**src/rtl/dcache_wb_queue.sv**
```systemverilog
// dcache_wb_queue: line-granular write-back FIFO with address merge, one-line drain FSM and read-hazard forwarding
module dcache_wb_queue #(
  parameter int DEPTH = 4
) (
  input  logic         clk,
  input  logic         rst,
  input  logic         wb_req_i,
  input  logic [31:0]  wb_addr_i,
  input  logic [255:0] wb_data_i,
  output logic         wb_full_o,
  output logic         wb_empty_o,
  output logic         data_wen_o,
  output logic [31:0]  data_awaddr_o,
  output logic [255:0] data_wdata_o,
  input  logic         data_bvalid_i,
  input  logic [31:0]  rd_addr_i,
  output logic         rd_hit_o,
  output logic [255:0] rd_hit_data_o
);
  localparam int AW = $clog2(DEPTH);
  typedef enum logic [1:0] {IDLE, SEND, WAIT} state_t;
  state_t state;
  logic [DEPTH-1:0] valid;
  logic [26:0] tag [DEPTH];
  logic [255:0] data [DEPTH];
  logic [AW-1:0] head, tail, merge_idx, hit_idx, widx;
  logic [AW:0] count;
  logic merge_hit, hit, accept, alloc, retire;
  logic unused;
  assign unused = ^{wb_addr_i[4:0], rd_addr_i[4:0]};
  assign wb_full_o = count == (AW+1)'(DEPTH);
  assign wb_empty_o = count == '0 && state == IDLE;
  assign data_wen_o = state == SEND || (state == WAIT && !data_bvalid_i);
  assign data_awaddr_o = {tag[head], 5'b0};
  assign data_wdata_o = data[head];
  assign accept = wb_req_i && (merge_hit || !wb_full_o);
  assign alloc = accept && !merge_hit;
  assign retire = state == WAIT && data_bvalid_i;
  assign widx = merge_hit ? merge_idx : tail;
  // the head is excluded from merging once it has been handed to the interface
  always_comb begin
    merge_hit = 1'b0;
    merge_idx = '0;
    for (int i = 0; i < DEPTH; i++)
      if (valid[i] && tag[i] == wb_addr_i[31:5] && !(state != IDLE && AW'(i) == head)) begin
        merge_hit = 1'b1;
        merge_idx = AW'(i);
      end
  end
  // a non-head match is younger than the head, so it overrides a head match
  always_comb begin
    hit = 1'b0;
    hit_idx = '0;
    for (int i = 0; i < DEPTH; i++)
      if (valid[i] && tag[i] == rd_addr_i[31:5] && (!hit || AW'(i) != head)) begin
        hit = 1'b1;
        hit_idx = AW'(i);
      end
  end
  assign rd_hit_o = hit;
  assign rd_hit_data_o = hit ? data[hit_idx] : '0;
  always_ff @(posedge clk or posedge rst) begin
    if (rst) begin
      valid <= '0;
      for (int i = 0; i < DEPTH; i++) begin
        tag[i] <= '0;
        data[i] <= '0;
      end
      head <= '0;
      tail <= '0;
      count <= '0;
      state <= IDLE;
    end else begin
      if (accept) begin
        valid[widx] <= 1'b1;
        tag[widx] <= wb_addr_i[31:5];
        data[widx] <= wb_data_i;
      end
      if (retire) valid[head] <= 1'b0;
      if (alloc) tail <= tail + 1'b1;
      if (retire) head <= head + 1'b1;
      count <= count + (AW+1)'(alloc) - (AW+1)'(retire);
      state <= state == IDLE ? (count != '0 ? SEND : IDLE) :
               state == SEND ? WAIT : (data_bvalid_i ? IDLE : WAIT);
    end
  end
endmodule

```
**config.mk**
```make
export PLATFORM = sky130hd
export DESIGN_NAME = dcache_wb_queue
export DESIGN_NICKNAME = d
export VERILOG_FILES = /design/src/rtl/dcache_wb_queue.sv
export SDC_FILE = /design/constraint.sdc
export NUM_CORES = 2
export LEC_CHECK = 0
export ABC_AREA = 1
export CAP_MARGIN = 20
export CORE_ASPECT_RATIO = 2
export CORE_MARGIN = 5
export CORE_UTILIZATION = 55
export CTS_CLUSTER_DIAMETER = 80
export DETAILED_ROUTE_END_ITERATION = 7
export DONT_BUFFER_PORTS = 1
export HOLD_SLACK_MARGIN = 0.12
export PLACE_DENSITY = 0.68
export SLEW_MARGIN = 15
export SYNTH_ARGS = -nofsm -noshare
export SYNTH_HDL_FRONTEND = slang
export SYNTH_SLANG_ARGS = --single-unit
```
**constraint.sdc**
```tcl
create_clock -name clk -period 44.5 [get_ports clk]
set_input_delay 8.9 -clock clk [delete_from_list [all_inputs] [get_ports clk]]
set_output_delay 8.9 -clock clk [all_outputs]
set_load 0.005 [all_outputs]
```
# Yosys cells after proc, flatten, opt, wreduce, memory -nomap -nowiden
# Index checks and enable logic that the tools add are counted.
# Widths: inputs -> output; s select.
[totals]
output_inout_bits = 548
latchBits = 0
mem_count = 0
wordCells = 136
ram_bits = 0
mem_bits_ro = 0
inputBits = 324
register_bits = 1145
[op_classes]
bitwise_logic = 6
shift = 0
n_mul = 0
muxes = 41
magnitude_cmp = 8
n_eq_ne = 17
n_reduce_logical = 47
n_addsub = 4
n_div = 0
[ops]
columns = ["cell", "n"]
rows = [
  ["$mux 256", 6],
  ["$bmux 256 s2", 2],
  ["$bwmux 1024", 1],
  ["$demux 256 s2", 1],
  ["$eq 27x27->1", 8],
  ["$bwmux 108", 1],
  ["$mux 27", 3],
  ["$bmux 27 s2", 1],
  ["$demux 27 s2", 1],
  ["$logic_and 1x1->1", 27],
  ["$mux 2", 8],
  ["$mux 1", 13],
  ["$logic_not 1->1", 10],
  ["$ge 3x3->1 const B", 3],
  ["$not 2->3", 3],
  ["$mux 4", 2],
  ["$lt 2x3->1 const B", 2],
  ["$logic_or 1x1->1", 5],
  ["$add 2x1->2 const B", 2],
  ["$and 4x4->4", 1],
  ["$demux 1 s2", 2],
  ["$eq 2x2->1 const A", 2],
  ["$ge 2x1->1 const B", 2],
  ["$logic_not 2->1", 2],
  ["14 further kinds", 15],
]

# Logic depth before layout (Yosys ltp)
[logic_depth]
depth_word = 20
mapped_depth = 23
depth_no_buf = 18

# Least setup slack after synthesis
# OpenSTA, ideal clock, no wires.
[synth_path]
path_kind = "in2out"
from = "input rd_addr_i[11]"
to = "output rd_hit_data_o[243]"
path_slack_ns = 24.930
t_arrival_ns = 10.670
stages = 14
cell_sequence = "clkbuf_1 > xnor2_1 > nand2_1 > nor2_1 > nand2_1 > nor2_1 > nand2_1 > nor2_1 > buf_2 > clkbuf_1 > nor2_1 > nor2_1 > nand2_1 > a21oi_1"
[synth_via]
elab_chain_len = 20
elab_cells_between_ends = 29
classes_between = "eq/ne: 4; mux: 11; bitwise: 1; reduce/logical: 13"
[synth_lines]
columns = ["item", "line_no", "rtl"]
rows = [
  ["from (decl)", "16", "input logic [31:0] rd_addr_i,"],
  ["$eq 27x27->1", "55", "if (valid[i] && tag[i] == rd_addr_i[31:5] && (!hit || AW'(i) != head)) begin"],
  ["$logic_and 1x1->1", "55", ""],
  ["$mux 1", "55", ""],
  ["$logic_not 1->1", "55", ""],
  ["$logic_or 1x1->1", "55", ""],
  ["$logic_and 1x1->1", "55", ""],
  ["$mux 1", "55", ""],
  ["$logic_not 1->1", "55", ""],
  ["[... 3 more ...]", "n/a", ""],
  ["$logic_not 1->1", "55", ""],
  ["$logic_or 1x1->1", "55", ""],
  ["$logic_and 1x1->1", "55", ""],
  ["$mux 2", "55", ""],
  ["$not 2->3 (implied by the code)", "61", "assign rd_hit_data_o = hit ? data[hit_idx] : '0;"],
  ["$bmux 256 s2", "61", ""],
  ["$mux 256 (implied by the code) (2 in a row)", "61", ""],
  ["$mux 256 (*)", "61", ""],
  ["to (decl)", "18", "output logic [255:0] rd_hit_data_o"],
]
# Every way passes the cells marked *; elsewhere a longest branch is shown, timed or not. The select of a mux whose other input is x is not followed.

# Worst setup path after layout
[layout_path]
from = "input rd_addr_i[5]"
to = "output rd_hit_data_o[23]"
# Same word-level chain as after synthesis.

==> results.yml <==
run_status:
  status: "complete, but fails checks"
  violations: "design-rule violations"
clock_network:
  cts-htree-levels: 3
  cts_buffers: 107
  clock_latency_ns: 0.75
  clock_path_buffers: 3
  post_cts_buffers: 0
  cts_sinks: 1145
  root_buffer: "clkbuf_16"
  ctsResizeCount: 0
  cts_tree: "yes"
  path_clk_slew_ns: 0.06
  cts_hold_buf: 0
die:
  io_pins: 872
  dieHeight_um: 502
  dieArea_mm2: 0.129
  core_mm2: 0.120
  start_util_pct: 55.3
  fp.dieW_um: 256
  fp-row-count: 180
setup_path:
  cp_max_fo: 126
  cp-startpoint: "rd_addr_i[5]"
  arrival_ns: 14.03
  r2r_start: "head[0]"
  r2r_cells: 20
  cp.required_ns: 35.60
  critPathLaunchType: "primary input"
  critPathKind: "in2out"
  cp-end-kind: "primary output"
routing:
  first_pass_iters: 8
  vias_per_cell: 6.00
  drt_wl_total_mm: 273
  route.vias.total: 66600
  ant_nets: 0
  avgRoutedWirePerCell_um: 24.6
  drtIter0Drc: 7605
  route.detailed.drc: 3
timing:
  max_slew_margin_pct: 19.0
  hold_violations: 0
  fin_skew_ns: 0.0683
  finalHoldWorstSlack_ns: 0.470
  max_freq_ghz: 0.0436
  setup_ws_ns: 21.57
  finalSetupTns_ns: 0
  fin_crit_ns: 22.93
  finalCritPeriodShare_pct: 51.5
  finalSetupViolations: 0
  rsz0062_at_grt: "false"
  maxSlewViolCount: 0
  tightestPinTransition_ns: 1.21
synthesis:
  yosysTopAreaCellShare_pct: 43.0
  syn_area_per_cell_um2: 6.67
  yosys.area.top_type: "dfrtp_1"
  yosys_warnings: 0
  synth_cell_types: 39
  syn_inst: 9991
  synth-seq-area-share_pct: 43.0
  synth.area.top_cells: "dfrtp_1 43%, nand2_1 19%, a21oi_1 8.2%"
  ys_ff_latch: 1145
  synth_area_mm2: 0.0667
global_routing:
  antenna_found_initial: 7
  grt_first_pass_wirelength_mm: 408
  gr-usage-all-layers_pct: 41.0
  grt_max_degree: 230
  grt-ovfl-total: 0
  grt_pass1_vias: 61900
min_path:
  holdPathStages: 2
  hp-class: "reg2reg"
  hp-start: "data[647]"
place:
  port_buffers: 0
  hpwl_mm: 173
  place_ws_ns: 21.65
  gp_congestion: 1.05
layout:
  nFillCells: 11700
  multi_input_comb_area_mm2: 0.0311
  seqCellArea_mm2: 0.0287
  drive_above_1_share_pct: 3.14
  fin_nets: 9791
  syn_to_final_growth_pct: 4.89
pwr:
  cellPowerDensity_mw_per_mm2: 75.7
  ir_drop_uv: 55.1
  p_leak_nw: 33.1
run:
  cap_violations: 0
-- synth_stat cells, drive strengths merged --
master,number
o2111a,1
a21boi,1
clkinv,1
dfrtp,1145
nand3b,1
o21ai,1152
buf,379
or2,2
nand3,603
clkbuf,356
nor4,4
xor2,18
conb,1
o22ai,26
nor3,10
xnor2,44
nand4,36
o221ai,3
ha,6
a21oi,1093
fa,1
nor2,688
o211ai,1
inv,971
o2111ai,1
nand2,3442
and2,5
-- flip-flops by register name, summed over array words and instances, names as in the netlist --
register / flops
head: 2
data: 1024
count: 3
tag: 108
tail: 2
state: 2
valid: 4
-- area by class of cell --
type | instances | area share (%)
Multi-Input combinational cell | 7143 | 44.5
Sequential cell | 1145 | 41.0
Antenna cell | 3 | 0.0107
Clock inverter | 42 | 0.749
Timing Repair Buffer | 91 | 1.26
Clock buffer | 157 | 4.46
Inverter | 972 | 5.26
Tap cell | 1547 | 2.77
-- cell families (layout without fill, tap and decap cells) --
kind of cell | Yosys count | after routing | synth area share (%)
xor+xnor | 62 | 62 | 0.814
flops | 1145 | 1145 | 43.0
simple gates | 4791 | 4791 | 28.4
other cells | 1 | 8 | 0.00562
buf+inv | 1707 | 1262 | 10.5
fa+ha+maj | 7 | 7 | 0.143
compound gates | 2278 | 2278 | 17.2
-- critical path: stages --
cell and delay [ns]:
inv_1 0.05, nand2_1 0.19, o21ai_0 0.22, nor4_1 0.57, nand3_1 0.20, nor2_1 0.27
nand2_4 0.52, nand2_4 1.03, buf_12 0.57, buf_4 0.94, nand2_1 0.10, nand2_1 0.11
a21oi_1 0.23
-- routing by layer --
metal	part of all wire [%]	GRT usage, %
met1	35	48.8
met2	45	63.7
met3	13	15.9
met4	7.1	23.2
met5	0.034	0.225
-- metrics by stage --
stage / util [%] / power [mW] / cells / instance area, um2
floorplan: - / 3.49 / 9995 / 66700
global placement: 54.9 / 4.20 / 10900 / 66100
detailed placement: 54.9 / 4.27 / 10900 / 66100
CTS: 57.9 / 5.25 / 11100 / 69800
global route: 58.0 / 5.67 / 11100 / 69900
finish: 58.1 / 5.30 / 11100 / 69900
-- worst paths after layout --
path	slack, ns	endpoint
hold / removal	0.47	data[647]
setup reg to reg	36.31	data[144]
min in group asynchronous	8.16	data[231]
hold reg to reg	0.47	data[647]
setup / recovery	21.57	rd_hit_data_o[23]
max in group asynchronous	32.19	data[127]
-- layout by cell type, fill, tap and decap left out, types with 2 or more instances in the layout --
cell,count
nand2_1,3433
dfrtp_1,1144
a21oi_1,1093
inv_1,960
o21ai_0,913
nor2_1,679
nand3_1,600
o21ai_1,239
clkbuf_16,109
buf_4,76
xnor2_1,44
nand4_1,36
clkbuf_1,27
o22ai_1,26
clkinv_2,21
clkbuf_8,21
xor2_1,18
nor3_1,10
bufinv_16,9
buf_12,9
inv_2,8
nand2_4,6
ha_1,6
nor2_4,5
and2_1,5
conb_1,5
clkinvlp_4,5
nor2_2,4
inv_8,4
inv_6,4
buf_16,4
diode_2,3
o221ai_1,3
nor4_1,3
nand3_2,2
nand2_8,2
or2_2,2
clkinv_16,2
buf_6,2
-- power by group --
part / total, mW / internal [mW] / switching (mW)
logic: 2.42 / 0.663 / 1.76
clock network: 0.978 / 0.540 / 0.438
registers: 1.89 / 1.54 / 0.354
total: 5.30 / 2.74 / 2.55
(Power assumes the default switching activity.)
